==> src/rtl/regu_intl_pkg.sv <==
// rtl/regu_intl_pkg.sv - shared types and constants for the regulation interlock scheduler
// Purpose: channel/arbiter state encodings, float width, saturating counter helper.
// Ports: none (package).
package regu_intl_pkg;

  localparam int FP_W = 32;

  typedef enum logic [1:0] {
    CH_IDLE   = 2'd0,
    CH_DELAY  = 2'd1,
    CH_PEND   = 2'd2,
    CH_FLIGHT = 2'd3
  } ch_state_e;

  typedef enum logic [1:0] {
    A_IDLE  = 2'd0,
    A_ISSUE = 2'd1,
    A_WAIT  = 2'd2
  } arb_state_e;

  function automatic logic [31:0] sat_inc(input logic [31:0] v);
    return (v == 32'hFFFF_FFFF) ? v : v + 32'd1;
  endfunction

endpackage

==> src/rtl/regu_ch_ctrl.sv <==
// rtl/regu_ch_ctrl.sv - one regulation channel: set-point change detect and settle delay
// Purpose: tracks one channel through IDLE/DELAY/PEND/FLIGHT.
// Ports:
//   i_clk, i_rst     clock, asynchronous active-low reset
//   i_set_point      live set point of this channel
//   i_delay          settle delay in cycles
//   i_regu_en        channel enable
//   i_block          fault latched (or being latched) - channel may not arm
//   i_grant          arbiter grant strobe (only while pending)
//   i_done           result or timeout for this channel's issue
//   o_pend           channel waits for the shared pipeline
//   o_state          state code
module regu_ch_ctrl
  import regu_intl_pkg::*;
(
  input  logic            i_clk,
  input  logic            i_rst,
  input  logic [FP_W-1:0] i_set_point,
  input  logic [31:0]     i_delay,
  input  logic            i_regu_en,
  input  logic            i_block,
  input  logic            i_grant,
  input  logic            i_done,
  output logic            o_pend,
  output logic [1:0]      o_state
);

  ch_state_e       state_q, state_d;
  logic [FP_W-1:0] sp_q;
  logic [31:0]     cnt_q, cnt_d;
  logic            rearm_q, rearm_d;
  logic            sp_chg;

  assign sp_chg = (sp_q != i_set_point);

  always_ff @(posedge i_clk or negedge i_rst) begin
    if (!i_rst) begin
      state_q <= CH_IDLE;
      sp_q    <= '0;
      cnt_q   <= '0;
      rearm_q <= 1'b0;
    end else begin
      state_q <= state_d;
      sp_q    <= i_set_point;
      cnt_q   <= cnt_d;
      rearm_q <= rearm_d;
    end
  end

  always_comb begin
    state_d = state_q;
    cnt_d   = cnt_q;
    rearm_d = rearm_q;
    unique case (state_q)
      CH_IDLE: begin
        if (sp_chg && i_regu_en && !i_block) begin
          state_d = CH_DELAY;
          cnt_d   = '0;
        end
      end
      CH_DELAY: begin
        if (!i_regu_en) begin
          state_d = CH_IDLE;
        end else if (sp_chg) begin
          cnt_d = '0;
        end else if (cnt_q >= i_delay) begin
          state_d = CH_PEND;
        end else begin
          cnt_d = sat_inc(cnt_q);
        end
      end
      CH_PEND: begin
        // A grant already committed the arbiter to this channel, so it wins;
        // a coincident set-point change is carried as a re-arm instead.
        if (i_grant) begin
          state_d = CH_FLIGHT;
          rearm_d = sp_chg;
        end else if (!i_regu_en) begin
          state_d = CH_IDLE;
        end else if (sp_chg) begin
          state_d = CH_DELAY;
          cnt_d   = '0;
        end
      end
      CH_FLIGHT: begin
        if (sp_chg) rearm_d = 1'b1;
        if (i_done) begin
          rearm_d = 1'b0;
          cnt_d   = '0;
          state_d = (i_regu_en && (rearm_q || sp_chg) && !i_block) ? CH_DELAY : CH_IDLE;
        end
      end
      default: state_d = CH_IDLE;
    endcase
  end

  assign o_pend  = (state_q == CH_PEND);
  assign o_state = state_q;

endmodule

==> src/rtl/regu_intl_sched.sv <==
// rtl/regu_intl_sched.sv - round-robin scheduler sharing one float compare pipeline
// Purpose: N_CH regulation channels arbitrate for one subtract/abs/compare pipeline;
//          results latch per-channel faults and last |A-B|.
// Ports:
//   i_clk, i_rst                          clock, asynchronous active-low reset
//   i_data/i_set_point/i_diff/i_delay     per-channel 32-bit fields, channel k at [32k+31:32k]
//   i_regu_en, i_clr                      per-channel enable and fault clear
//   o_fp_a/o_fp_b/o_fp_diff/o_fp_valid    issue to the shared pipeline
//   i_fp_abs/i_fp_gt/i_fp_valid           pipeline result
//   o_regu_flag/o_regu_sub/o_ch_state     per-channel fault, last |A-B|, state
//   o_busy, o_fp_err                      issue in flight, sticky watchdog timeout
module regu_intl_sched
  import regu_intl_pkg::*;
#(
  parameter int N_CH = 4,
  parameter int TMO  = 64
) (
  input  logic                 i_clk,
  input  logic                 i_rst,
  input  logic [FP_W*N_CH-1:0] i_data,
  input  logic [FP_W*N_CH-1:0] i_set_point,
  input  logic [FP_W*N_CH-1:0] i_diff,
  input  logic [32*N_CH-1:0]   i_delay,
  input  logic [N_CH-1:0]      i_regu_en,
  input  logic [N_CH-1:0]      i_clr,
  output logic [FP_W-1:0]      o_fp_a,
  output logic [FP_W-1:0]      o_fp_b,
  output logic                 o_fp_valid,
  input  logic [FP_W-1:0]      i_fp_abs,
  input  logic                 i_fp_gt,
  input  logic                 i_fp_valid,
  output logic [FP_W-1:0]      o_fp_diff,
  output logic [N_CH-1:0]      o_regu_flag,
  output logic [FP_W*N_CH-1:0] o_regu_sub,
  output logic [2*N_CH-1:0]    o_ch_state,
  output logic                 o_busy,
  output logic                 o_fp_err
);

  localparam int IW = $clog2(N_CH);
  localparam int WW = $clog2(TMO + 1);

  arb_state_e          arb_q, arb_d;
  logic [IW-1:0]       last_q, last_d, gidx_q, gidx_d;
  logic [WW-1:0]       wcnt_q, wcnt_d;
  logic [FP_W-1:0]     diff_q;
  logic                err_q;
  logic [N_CH-1:0]     flag_q;
  logic [FP_W*N_CH-1:0] sub_q;

  logic [N_CH-1:0]     pend, grant, done, set_flag;
  logic                res_ok, tmo_hit;
  logic                pick_found;
  logic [IW-1:0]       pick, cand;
  logic [FP_W-1:0]     a_sel, b_sel, diff_sel;

  for (genvar k = 0; k < N_CH; k++) begin : g_ch
    regu_ch_ctrl u_ch (
      .i_clk       (i_clk),
      .i_rst       (i_rst),
      .i_set_point (i_set_point[k*FP_W +: FP_W]),
      .i_delay     (i_delay[k*32 +: 32]),
      .i_regu_en   (i_regu_en[k]),
      .i_block     (flag_q[k] | set_flag[k]),
      .i_grant     (grant[k]),
      .i_done      (done[k]),
      .o_pend      (pend[k]),
      .o_state     (o_ch_state[2*k +: 2])
    );
  end

  // Scan from the farthest offset down so the nearest pending channel after
  // last_q is the one left in pick.
  always_comb begin
    pick_found = 1'b0;
    pick       = last_q;
    cand       = last_q;
    for (int off = N_CH; off >= 1; off--) begin
      cand = IW'((int'(last_q) + off) % N_CH);
      if (pend[cand]) begin
        pick_found = 1'b1;
        pick       = cand;
      end
    end
  end

  assign a_sel    = i_set_point[int'(gidx_q)*FP_W +: FP_W];
  assign b_sel    = i_data[int'(gidx_q)*FP_W +: FP_W];
  assign diff_sel = i_diff[int'(gidx_q)*FP_W +: FP_W];

  always_comb begin
    arb_d   = arb_q;
    last_d  = last_q;
    gidx_d  = gidx_q;
    wcnt_d  = wcnt_q;
    grant   = '0;
    done    = '0;
    res_ok  = 1'b0;
    tmo_hit = 1'b0;
    unique case (arb_q)
      A_IDLE: begin
        if (pick_found) begin
          arb_d       = A_ISSUE;
          last_d      = pick;
          gidx_d      = pick;
          grant[pick] = 1'b1;
        end
      end
      A_ISSUE: begin
        arb_d  = A_WAIT;
        wcnt_d = WW'(1);
      end
      A_WAIT: begin
        if (i_fp_valid) begin
          arb_d        = A_IDLE;
          res_ok       = 1'b1;
          done[gidx_q] = 1'b1;
        end else if (wcnt_q >= WW'(TMO - 1)) begin
          // the counter would reach TMO on this edge
          arb_d        = A_IDLE;
          tmo_hit      = 1'b1;
          done[gidx_q] = 1'b1;
        end else begin
          wcnt_d = wcnt_q + WW'(1);
        end
      end
      default: arb_d = A_IDLE;
    endcase
  end

  // Results for a channel disabled while in flight are dropped.
  assign set_flag = (res_ok && i_fp_gt) ? (done & i_regu_en) : '0;

  always_ff @(posedge i_clk or negedge i_rst) begin
    if (!i_rst) begin
      arb_q  <= A_IDLE;
      last_q <= IW'(N_CH - 1);
      gidx_q <= '0;
      wcnt_q <= '0;
      diff_q <= '0;
      err_q  <= 1'b0;
      flag_q <= '0;
      sub_q  <= '0;
    end else begin
      arb_q  <= arb_d;
      last_q <= last_d;
      gidx_q <= gidx_d;
      wcnt_q <= wcnt_d;
      if (arb_q == A_ISSUE) diff_q <= diff_sel;
      if (tmo_hit) err_q <= 1'b1;
      for (int k = 0; k < N_CH; k++) begin
        if (set_flag[k]) flag_q[k] <= 1'b1;
        else if (i_clr[k]) flag_q[k] <= 1'b0;
        if (res_ok && done[k] && i_regu_en[k]) sub_q[k*FP_W +: FP_W] <= i_fp_abs;
      end
    end
  end

  assign o_fp_valid  = (arb_q == A_ISSUE);
  assign o_fp_a      = (arb_q == A_ISSUE) ? a_sel : '0;
  assign o_fp_b      = (arb_q == A_ISSUE) ? b_sel : '0;
  assign o_fp_diff   = (arb_q == A_ISSUE) ? diff_sel : (arb_q == A_WAIT) ? diff_q : '0;
  assign o_busy      = (arb_q != A_IDLE);
  assign o_fp_err    = err_q;
  assign o_regu_flag = flag_q;
  assign o_regu_sub  = sub_q;

endmodule

==> config.mk <==
export PLATFORM = sky130hd
export DESIGN_NAME = regu_intl_sched
export DESIGN_NICKNAME = d
export VERILOG_FILES = /design/src/rtl/regu_intl_pkg.sv /design/src/rtl/regu_ch_ctrl.sv /design/src/rtl/regu_intl_sched.sv
export SDC_FILE = /design/constraint.sdc
export NUM_CORES = 1
export LEC_CHECK = 0
export BUFFER_PORTS_ARGS = -buffer_cell sky130_fd_sc_hd__buf_2
export CORE_AREA = 2 2 307 309
export CTS_CLUSTER_SIZE = 10
export DETAILED_ROUTE_END_ITERATION = 10
export DIE_AREA = 0 0 309 311
export SYNTH_ARGS = -nofsm -noshare
export SYNTH_HDL_FRONTEND = slang
export SYNTH_SLANG_ARGS = --single-unit
==> constraint.sdc <==
create_clock -name i_clk -period 3 [get_ports i_clk]
set_input_delay 0.45 -clock i_clk [delete_from_list [all_inputs] [get_ports i_clk]]
set_output_delay 0.45 -clock i_clk [all_outputs]
set_load 0.03 [all_outputs]
======== After elaboration in Yosys (flattened, before gate mapping) ========
Index checks and enable logic that the tools add are counted.
Widths: inputs -> output; s select.
storage, ports and cells
  register bits after elaboration ......... 446
  ROM bits ................................ 0
  memories kept ........................... 0
  output and inout bits ................... 239
  bits of input ports ..................... 556
  logic and storage cells ................. 349
  memory bits (writable) .................. 0
  latch bits .............................. 0
operators by class
  reduce and logical (&&, ||, !) cells .... 65
  magnitude comparators ................... 13
  $add $sub $neg .......................... 9
  divide/modulo/power cells ............... 0
  eq/ne operators ......................... 78
  shifts and indexed selects .............. 3
  mux-type cells .......................... 146
  multipliers ............................. 0
  bitwise logic cells ..................... 5
operator list
  cell                   number
  $mux 32                40
  $pmux 32 s4            4
  $shiftx 128x8->32      3
  $add 32x1->32 const B  4
  $eq 32x32->1 const B   4
  $ge 32x32->1           4
  $ne 32x32->1           4
  $mux 2                 39
  $ne 2x2->1 const B     27
  $ne 3x2->1 const B     16
  $mux 1                 39
  $pmux 2 s4             4
  $reduce_and 8->1       4
  $logic_and 1x1->1      27
  $mux 4                 6
  $reduce_and 5->1       4
  $reduce_bool 2->1      10
  $eq 2x2->1 const B     9
  $lt 2x3->1 const B     6
  $ne 4x4->1 const B     4
  $ne 3x3->1 const B     5
  $reduce_and 3->1       5
  $mux 7                 2
  $pmux 7 s2             1
  other kinds (17)       48

======== Logic depth before layout (Yosys ltp) ========
Gate-level depths: netlist (run 1).
  depth in word-level cells ............... 15
  gate-level depth with buffers ........... 14
  depth with buffers taken out ............ 10

======== By module ========
A second synthesis (run 1) with hierarchy kept.
unflattened totals
  cells, all modules ...................... 2561
  area total of the unflattened synthesis .. 26464.1 um2
by module, submodules not included
  module                            area an instance (um2)  sequential area each (um2)  times used  cells an instance
  regu_ch_ctrl at g_ch[0].u_ch ...  4103.9                  1676.6                      3           428
  regu_intl_sched                   10078.4                 4456.8                      1           849
  regu_ch_ctrl at g_ch[1].u_ch      4073.9                  1676.6                      1           428

======== Least setup slack after synthesis (run 1) ========
OpenSTA, ideal clock, no wires.
  path type ............................... in2reg
  from .................................... in i_delay[70]
  to ...................................... reg g_ch[2].u_ch.cnt_q[27]
  setup slack ............................. 0.139 ns
  cell stages on the path ................. 11
  arrival time ............................ 2.783 ns
  data required time ...................... 2.922 ns
  setup time .............................. 0.078 ns
  buffers on the path ..................... 1
  cells stage by stage .................... inv_1 -> ha_1 -> a211oi_1 -> nor2_1 -> nor4_1 -> a21oi_1 -> nor4b_1 -> nand3_1 -> buf_2 -> or4_1 -> a21boi_1
on the way
  word-level cells in the longest chain between the ends .. 3
ends and longest elaborated chain
  element                            RTL line               RTL
  from (decl)                        regu_intl_sched.sv:23  input logic [32*N_CH-1:0] i_delay,
  $ge 32x32->1                       regu_ch_ctrl.sv:66     end else if (cnt_q >= i_delay) begin
  $ne 3x2->1 (no source line)        -
  $reduce_and 8->1 (no source line)  -
  to (signal assigned)               regu_ch_ctrl.sv:45     cnt_q <= cnt_d;
  to (decl)                          regu_ch_ctrl.sv:30     logic [31:0] cnt_q, cnt_d;
Every way passes these cells.
A chain may end at the register's enable or synchronous reset.

======== Worst setup path in the final report (run 1) ========
  from .................................... reg gidx_q[0]
  to ...................................... out o_fp_b[0]
on the way
  word-level cells in the longest chain between the ends .. 2
ends and longest elaborated chain
  element                 RTL line                RTL
  from (decl)             regu_intl_sched.sv:44   logic [IW-1:0] last_q, last_d, gidx_q, gidx_d;
  from (signal assigned)  regu_intl_sched.sv:147  gidx_q <= gidx_d;
  $shiftx 128x8->32       regu_intl_sched.sv:88   assign b_sel = i_data[int'(gidx_q)*FP_W +: FP_W];
  $mux 32                 regu_intl_sched.sv:161  assign o_fp_b = (arb_q == A_ISSUE) ? b_sel : '0;
  to (decl)               regu_intl_sched.sv:27   output logic [FP_W-1:0] o_fp_b,
Every way passes these cells.

==> results.cfg, run 1 <==
[global_routing]
grtUsageTotal_pct = 22.2
grt_pass1_vias = 24000
met1_usage_pct = 27.8
grt-busiest-layer = met2
use_met2_pct = 36.1
antenna_found_initial = 35
grt_max_degree = 80
grt_use_met3_pct = 6.50
grt_pass1_wl_mm = 159
gr-total-overflow = 0

[detailed_routing]
wire_per_inst_um = 22.6
drc = 0
drtPass1Iterations = 5
vias = 24500
vias_per_cell = 5.04
drt-total-wl_mm = 110
initialDrtViolationCount = 1652
ant_nets = 0

[floorplan]
core_um2 = 92800
die_h_um = 311
ios = 795
rows = 112
initial_utilization_pct = 28.0
die_width_um = 309
floorplan.die_area_um2 = 96100

[setup_path]
r2r_setup_slack_ns = 0.10
r2r_start = g_ch[3].u_ch.cnt_q[0]
crit_fanout = 14
worst-setup-path-type = flop to output port
end_kind = output port
worstRegToRegCells = 12
worst_ep_arrival_time_ns = 2.50
cp-start-kind = flop
critPathRequiredTime_ns = 2.55
r2r_end = g_ch[3].u_ch.cnt_q[17]

[final_layout]
syn2layout_area_growth_pct = 40.8
n_fill_cell = 9204
final_cell_area_um2 = 36600
drive_gt1_share_pct = 38.8
layout.nets = 4263
final_util_pct = 39.4

[synthesis]
ys_ff_latch = 446
synthFlopType = dfrtp_1
syn-cell-area_um2 = 26000
ys_types = 88
ys_warn_count = 0
yosysSeqAreaShare_pct = 43.0
synth_edf_count = 0
syn_nets = 3172
avgSynthCellArea_um2 = 10.5
ys_async_sr_fraction_pct = 100
syn_inst = 2479

[placement]
placed_cell_area_um2 = 32700
place.gp.congestion = 0.950
port_buffers = 794
dp_hpwl_mm = 86.4

[sta]
period_share_pct = 98.2
rsz0062_at_grt = true
timing.final.crit_period_ns = 2.95
slew_violations = 0
relSlewSlack_pct = 54.6
tightestPinTransition_ns = 0.681
timing.fmax_ghz = 0.339
hold_slack_ns = 0.0492
setup_viol = 0
skew_ns = 0.0360
final_hold_viol_count = 0

[power]
ir_drop_v = 0.000575
power.leakage_nw = 18.0
pwr_density_cell_nw_per_um2 = 729

[run_status]
status = completed

[clock_network]
clk_pin_slew_ns = 0.05
cts_buffer_depth = 3
cts_tree = built
root_buffer = clkbuf_16
clock_sinks = 446
insertion_delay_ns = 0.64
cts_buffers = 56
cts_htree_levels = 2

[min_path]
hold_depth = 1
worstHoldEndpoint = g_ch[2].u_ch.sp_q[25]
hp-start = i_set_point[89]
min-delay-path-class = primary input to flop

[job]
drv_cap = 0
routing by layer:
layer | share of wire, % | vias to the layer above | wire, um
met5 | 0.24 | - | 264
met4 | 4.0 | 38 | 4410
met3 | 8.2 | 233 | 9070
met2 | 47 | 978 | 51900
met1 | 40 | 12000 | 44600
li1 | - | 11200 | -
report_power, final:
part	switching [mW]	total [mW]	internal [mW]
sequential	0.571	7.70	7.13
combinational	7.90	12.7	4.76
clock	2.73	6.31	3.58
total	11.2	26.7	15.5
how the worst max path moves through the flow:
| stage | start | cells past startpoint | slack [ns] | endpoint |
|---|---|---|---|---|
| after global placement | i_delay[96] | 11 | -0.45 | g_ch[3].u_ch.cnt_q[18] |
| after detailed placement | i_delay[96] | 11 | -0.39 | g_ch[3].u_ch.cnt_q[6] |
| after floorplan | i_delay[70] | 11 | 0.14 | g_ch[2].u_ch.cnt_q[27] |
| after CTS | g_ch[3].u_ch.cnt_q[0] | 12 | 0.0008 | g_ch[3].u_ch.cnt_q[17] |
| after global routing | gidx_q[0] | 6 | -0.03 | o_fp_a[30] |
| final | gidx_q[0] | 6 | 0.05 | o_fp_b[0] |
state kept, by name, summed over array words and instances (netlist names), 4 cells and up:
name               cells
o_regu_flag            4
o_regu_sub           128
wcnt_q                 7
g_ch.u_ch.rearm_q      4
g_ch.u_ch.o_state      8
g_ch.u_ch.cnt_q      128
diff_q                32
g_ch.u_ch.sp_q       128
kinds of logic (layout without fill, tap and decap cells):
kind of cell / count (synthesis) / count (layout) / synth area share (%)
AOI/OAI and AO/OA: 440 / 440 / 10.7
xor gates and xnor gates: 140 / 140 / 4.72
adders and majority gates: 137 / 137 / 6.60
buffers and inverters: 311 / 1430 / 4.66
DFF: 446 / 446 / 43.0
muxes: 241 / 241 / 14.5
other: 0 / 12 / 0
and+or+nand+nor: 764 / 764 / 15.8
synthesized netlist by cell type (3+ instances only):
master,number,area share [%]
nand3_2,3,0.12
mux4_2,96,8.3
a21boi_0,14,0.40
a31oi_1,23,0.55
o31ai_1,40,1.2
o21a_1,7,0.20
xor2_1,136,4.6
dfrtp_1,444,43
or4_1,38,1.1
nor2b_1,5,0.12
nor2_1,79,1.1
nor3b_1,3,0.087
nand2_1,223,3.2
or2_2,8,0.19
nand2b_1,20,0.48
buf_4,3,0.087
nand4_1,70,1.7
nor3_1,22,0.42
o21ai_0,137,2.6
and4_1,17,0.57
a21boi_1,6,0.17
xnor2_1,4,0.13
clkbuf_1,73,1.1
mux2_2,132,5.7
a22o_1,3,0.10
ha_1,137,6.6
o21ai_1,5,0.096
and2_1,75,1.8
mux2i_1,13,0.50
a41oi_1,4,0.13
and3_1,22,0.53
nand3_1,82,1.6
o41ai_1,4,0.13
a21oi_1,108,2.1
a21o_1,15,0.43
nor4_1,44,1.1
o211ai_1,15,0.43
a211oi_1,13,0.38
buf_2,13,0.25
buf_1,14,0.20
or3_1,34,0.82
inv_1,205,3.0
o22ai_1,7,0.17
cells in the final DEF, fill, tap and decap left out, types with 17 or more instances in the layout:
master	n
buf_4	189
clkbuf_16	60
nand2_1	222
a21oi_1	106
nand2b_1	18
and3_1	21
nand4_1	70
nand3_1	76
o21ai_0	130
and2_1	69
dfrtp_1	442
a31oi_1	23
mux2_2	132
ha_1	134
mux4_2	96
o31ai_1	39
inv_1	202
buf_12	20
or4_1	38
and4_1	17
or3_1	34
nor4_1	38
nor2_1	76
buf_2	762
xor2_1	136
dlygate4sd3_1	131
nor3_1	19
final cells by class:
type,count,area (um2),share of cell area (%)
Antenna cell,12,30.0,0.0821
Timing Repair Buffer,1139,7510,20.5
Multi-Input combinational cell,1722,13900,37.9
Tap cell,1254,1570,4.29
Clock buffer,73,1550,4.22
Sequential cell,446,11200,30.5
Inverter,205,773,2.11
Clock inverter,13,105,0.287
metrics by stage:
| step | instances | setup WS (ns) | TNS [ns] | total power [mW] |
|---|---|---|---|---|
| global route | 4858 | -0.0337 | -0.204 | 27.9 |
| CTS | 4832 | 0.000843 | 0 | 26.5 |
| floorplan | 2479 | 0.139 | 0 | 14.7 |
| finish | 4864 | 0.0539 | 0 | 26.7 |
| detailed placement | 4600 | -0.391 | -11.82 | 19.5 |
| global placement | 4600 | -0.448 | -11.76 | 19.4 |
critical path, cell delays in order (launching register included):
cell and delay [ns]:
dfrtp_4 0.41, buf_12 0.18, buf_16 0.20, buf_12 0.13, mux4_2 0.57, and2_1 0.19, buf_2 0.17
timing repair:
item | in CTS | in global routing
endpoints found under the setup margin | 98 | 144
buffers inserted | 12 | 16
gates resized for setup | 39 | 81
cloned | 3 | 4
hold buffers | 131 | 0
endpoints found under the hold margin | 187 | 0
pin swaps | 7 | 18
Power figures use the tool's default switching activity.
==> inputs of run 2 (changes only) <==
--- a/constraint.sdc
+++ b/constraint.sdc
@@ -3,2 +3,2 @@
 set_output_delay 0.45 -clock i_clk [all_outputs]
-set_load 0.03 [all_outputs]
+set_load 0.005 [all_outputs]
==> run 2 against run 1 <==
  * Total power decreased by 9.0%
  * Clock-buffer cell count is 11 higher
  * Non-clock buffer count fell by 7
  * Critical path type unchanged
  * Critical endpoint is now o_fp_a[13]
  * Largest cell class unchanged
==> results.cfg, run 2 (synthesized netlist as in run 1, its figures left out) <==
[sta]
tightestPinTransition_ns = 0.683
period_share_pct = 97.6
hold_slack_ns = 0.0671
fin_setup_tns_ns = 0
relSlewSlack_pct = 54.1
worst_slack_ns = 0.0725
timing.final.crit_period_ns = 2.93
slew_violations = 0
setup_viol = 0
timing.fmax_ghz = 0.342
final_hold_viol_count = 0
skew_ns = 0.0323

[detailed_routing]
vias_per_cell = 5.04
drt-total-wl_mm = 111
initialDrtViolationCount = 1613
drc = 0
drtPass1Iterations = 5
vias = 24500
ant_nets = 0
wire_per_inst_um = 22.8

[clock_network]
cts_htree_levels = 2
clk_pin_slew_ns = 0.06
root_buffer = clkbuf_16
cts_tree = built
insertion_delay_ns = 0.64
cts_buffer_depth = 3
cts_buffers = 57
clock_sinks = 446

[final_layout]
syn2layout_area_growth_pct = 40.8
layout_common_cells = buf_2, dfrtp_1, nand2_1
instances_no_fill = 4868
multiInputGateArea_um2 = 13900
final_util_pct = 39.4
n_fill_cell = 9212
layout.nets = 4257
final_common_cell = buf_2
regArea_um2 = 11200
final_cell_area_um2 = 36600
drive_gt1_share_pct = 38.4

[setup_path]
worst_ep_arrival_time_ns = 2.48
path_cells = bufbuf_16 -> mux4_2 -> and2_1 -> buf_2
cp_slowest_cell = dfrtp_4
end_kind = output port
cp-start-kind = flop
cpPeakStageDelay_ns = 0.54
crit_buf_inv = 2
crit_fanout = 48
critPathRequiredTime_ns = 2.55
crit_family = buffers and inverters
worst-setup-path-type = flop to output port

[floorplan]
floorplan.die_area_um2 = 96100
die_h_um = 311
initial_utilization_pct = 28.0
die_width_um = 309
rows = 112
ios = 795
core_um2 = 92800

[power]
power_mw = 24.3
power_switching_mw = 8.74
swShare_pct = 36.0
ir_drop_v = 0.000479
pwr-share-seq_pct = 31.8
power.leakage_nw = 18.0
pwr_density_cell_nw_per_um2 = 664
internal-power_mw = 15.5
power_frac_clock_pct = 27.8
p_comb_share_pct = 40.4

[placement]
place.gp.congestion = 0.931
placed_cell_area_um2 = 32700
place_ws_ns = -0.473
port_buffers = 794
dp_hpwl_mm = 86.2
placed_cells = 4596

[job]
drv_cap = 0

[global_routing]
gr-total-overflow = 0
grt_max_degree = 87
grtUsageTotal_pct = 22.5
grt_pass1_wl_mm = 160
grt_pass1_vias = 24400
antenna_found_initial = 36

[min_path]
min-delay-path-class = primary input to flop

[run_status]
status = completed
[run 2: repair_timing]
item / CTS / global route
gates resized for setup: 18 / 45
cloned: 6 / 2
setup buffers: 6 / 17
pin swaps: 3 / 19
setup endpoints to repair: 105 / 133
hold buffers: 132 / 0
hold endpoints to repair: 168 / 0
[run 2: cell type report]
type | instances | share of cell area, %
clock inverter | 11 | 0.459
multi-input combinational | 1722 | 37.9
antenna | 14 | 0.0958
tap | 1254 | 4.29
inverter | 205 | 2.12
timing repair buffer | 1132 | 20.0
clock buffer | 84 | 4.51
sequential | 446 | 30.6
[run 2: power groups by stage]
stage | registers (mW) | logic, mW | clock network (mW)
5_1_grt | 7.84 | 10.5 | 7.16
6_report | 7.71 | 9.80 | 6.76
4_1_cts | 7.71 | 9.64 | 6.92
2_1_floorplan | 7.79 | 4.33 | 0
3_5_place_dp | 7.81 | 9.01 | 0
3_3_place_gp | 7.76 | 8.94 | 0
[run 2: worst paths after layout]
path / slack (ns) / start / endpoint / depth (start not counted)
setup / recovery: 0.07 / gidx_q[1] / o_fp_a[13] / 4
hold / removal: 0.07 / i_set_point[53] / g_ch[1].u_ch.sp_q[21] / 1
setup reg to reg: 0.10 / g_ch[0].u_ch.cnt_q[20] / g_ch[0].u_ch.cnt_q[24] / 9
hold reg to reg: 0.48 / o_fp_err / o_fp_err / 1
max in group asynchronous: 1.72 / i_rst / g_ch[1].u_ch.sp_q[30] / 3
min in group asynchronous: 0.34 / i_rst / g_ch[2].u_ch.sp_q[27] / 2
[run 2: layer usage]
| metal | wire length (um) | track usage (%) | vias to the layer above |
|---|---|---|---|
| met5 | 235 | 0 | - |
| met4 | 3730 | 7.71 | 36 |
| met3 | 8610 | 5.42 | 205 |
| met2 | 53400 | 37.6 | 921 |
| met1 | 45100 | 28.2 | 12200 |
| li1 | - | - | 11200 |
[run 2: worst register-to-register path: stages (launching register included)]
cell and delay, ns:
dfrtp_1 0.43, ha_1 0.23, or4_1 0.53, o2111ai_1 0.11, a21boi_0 0.26, nor3_1 0.39, nand2_2 0.14, buf_12 0.17
or4_1 0.41, a21oi_1 0.16
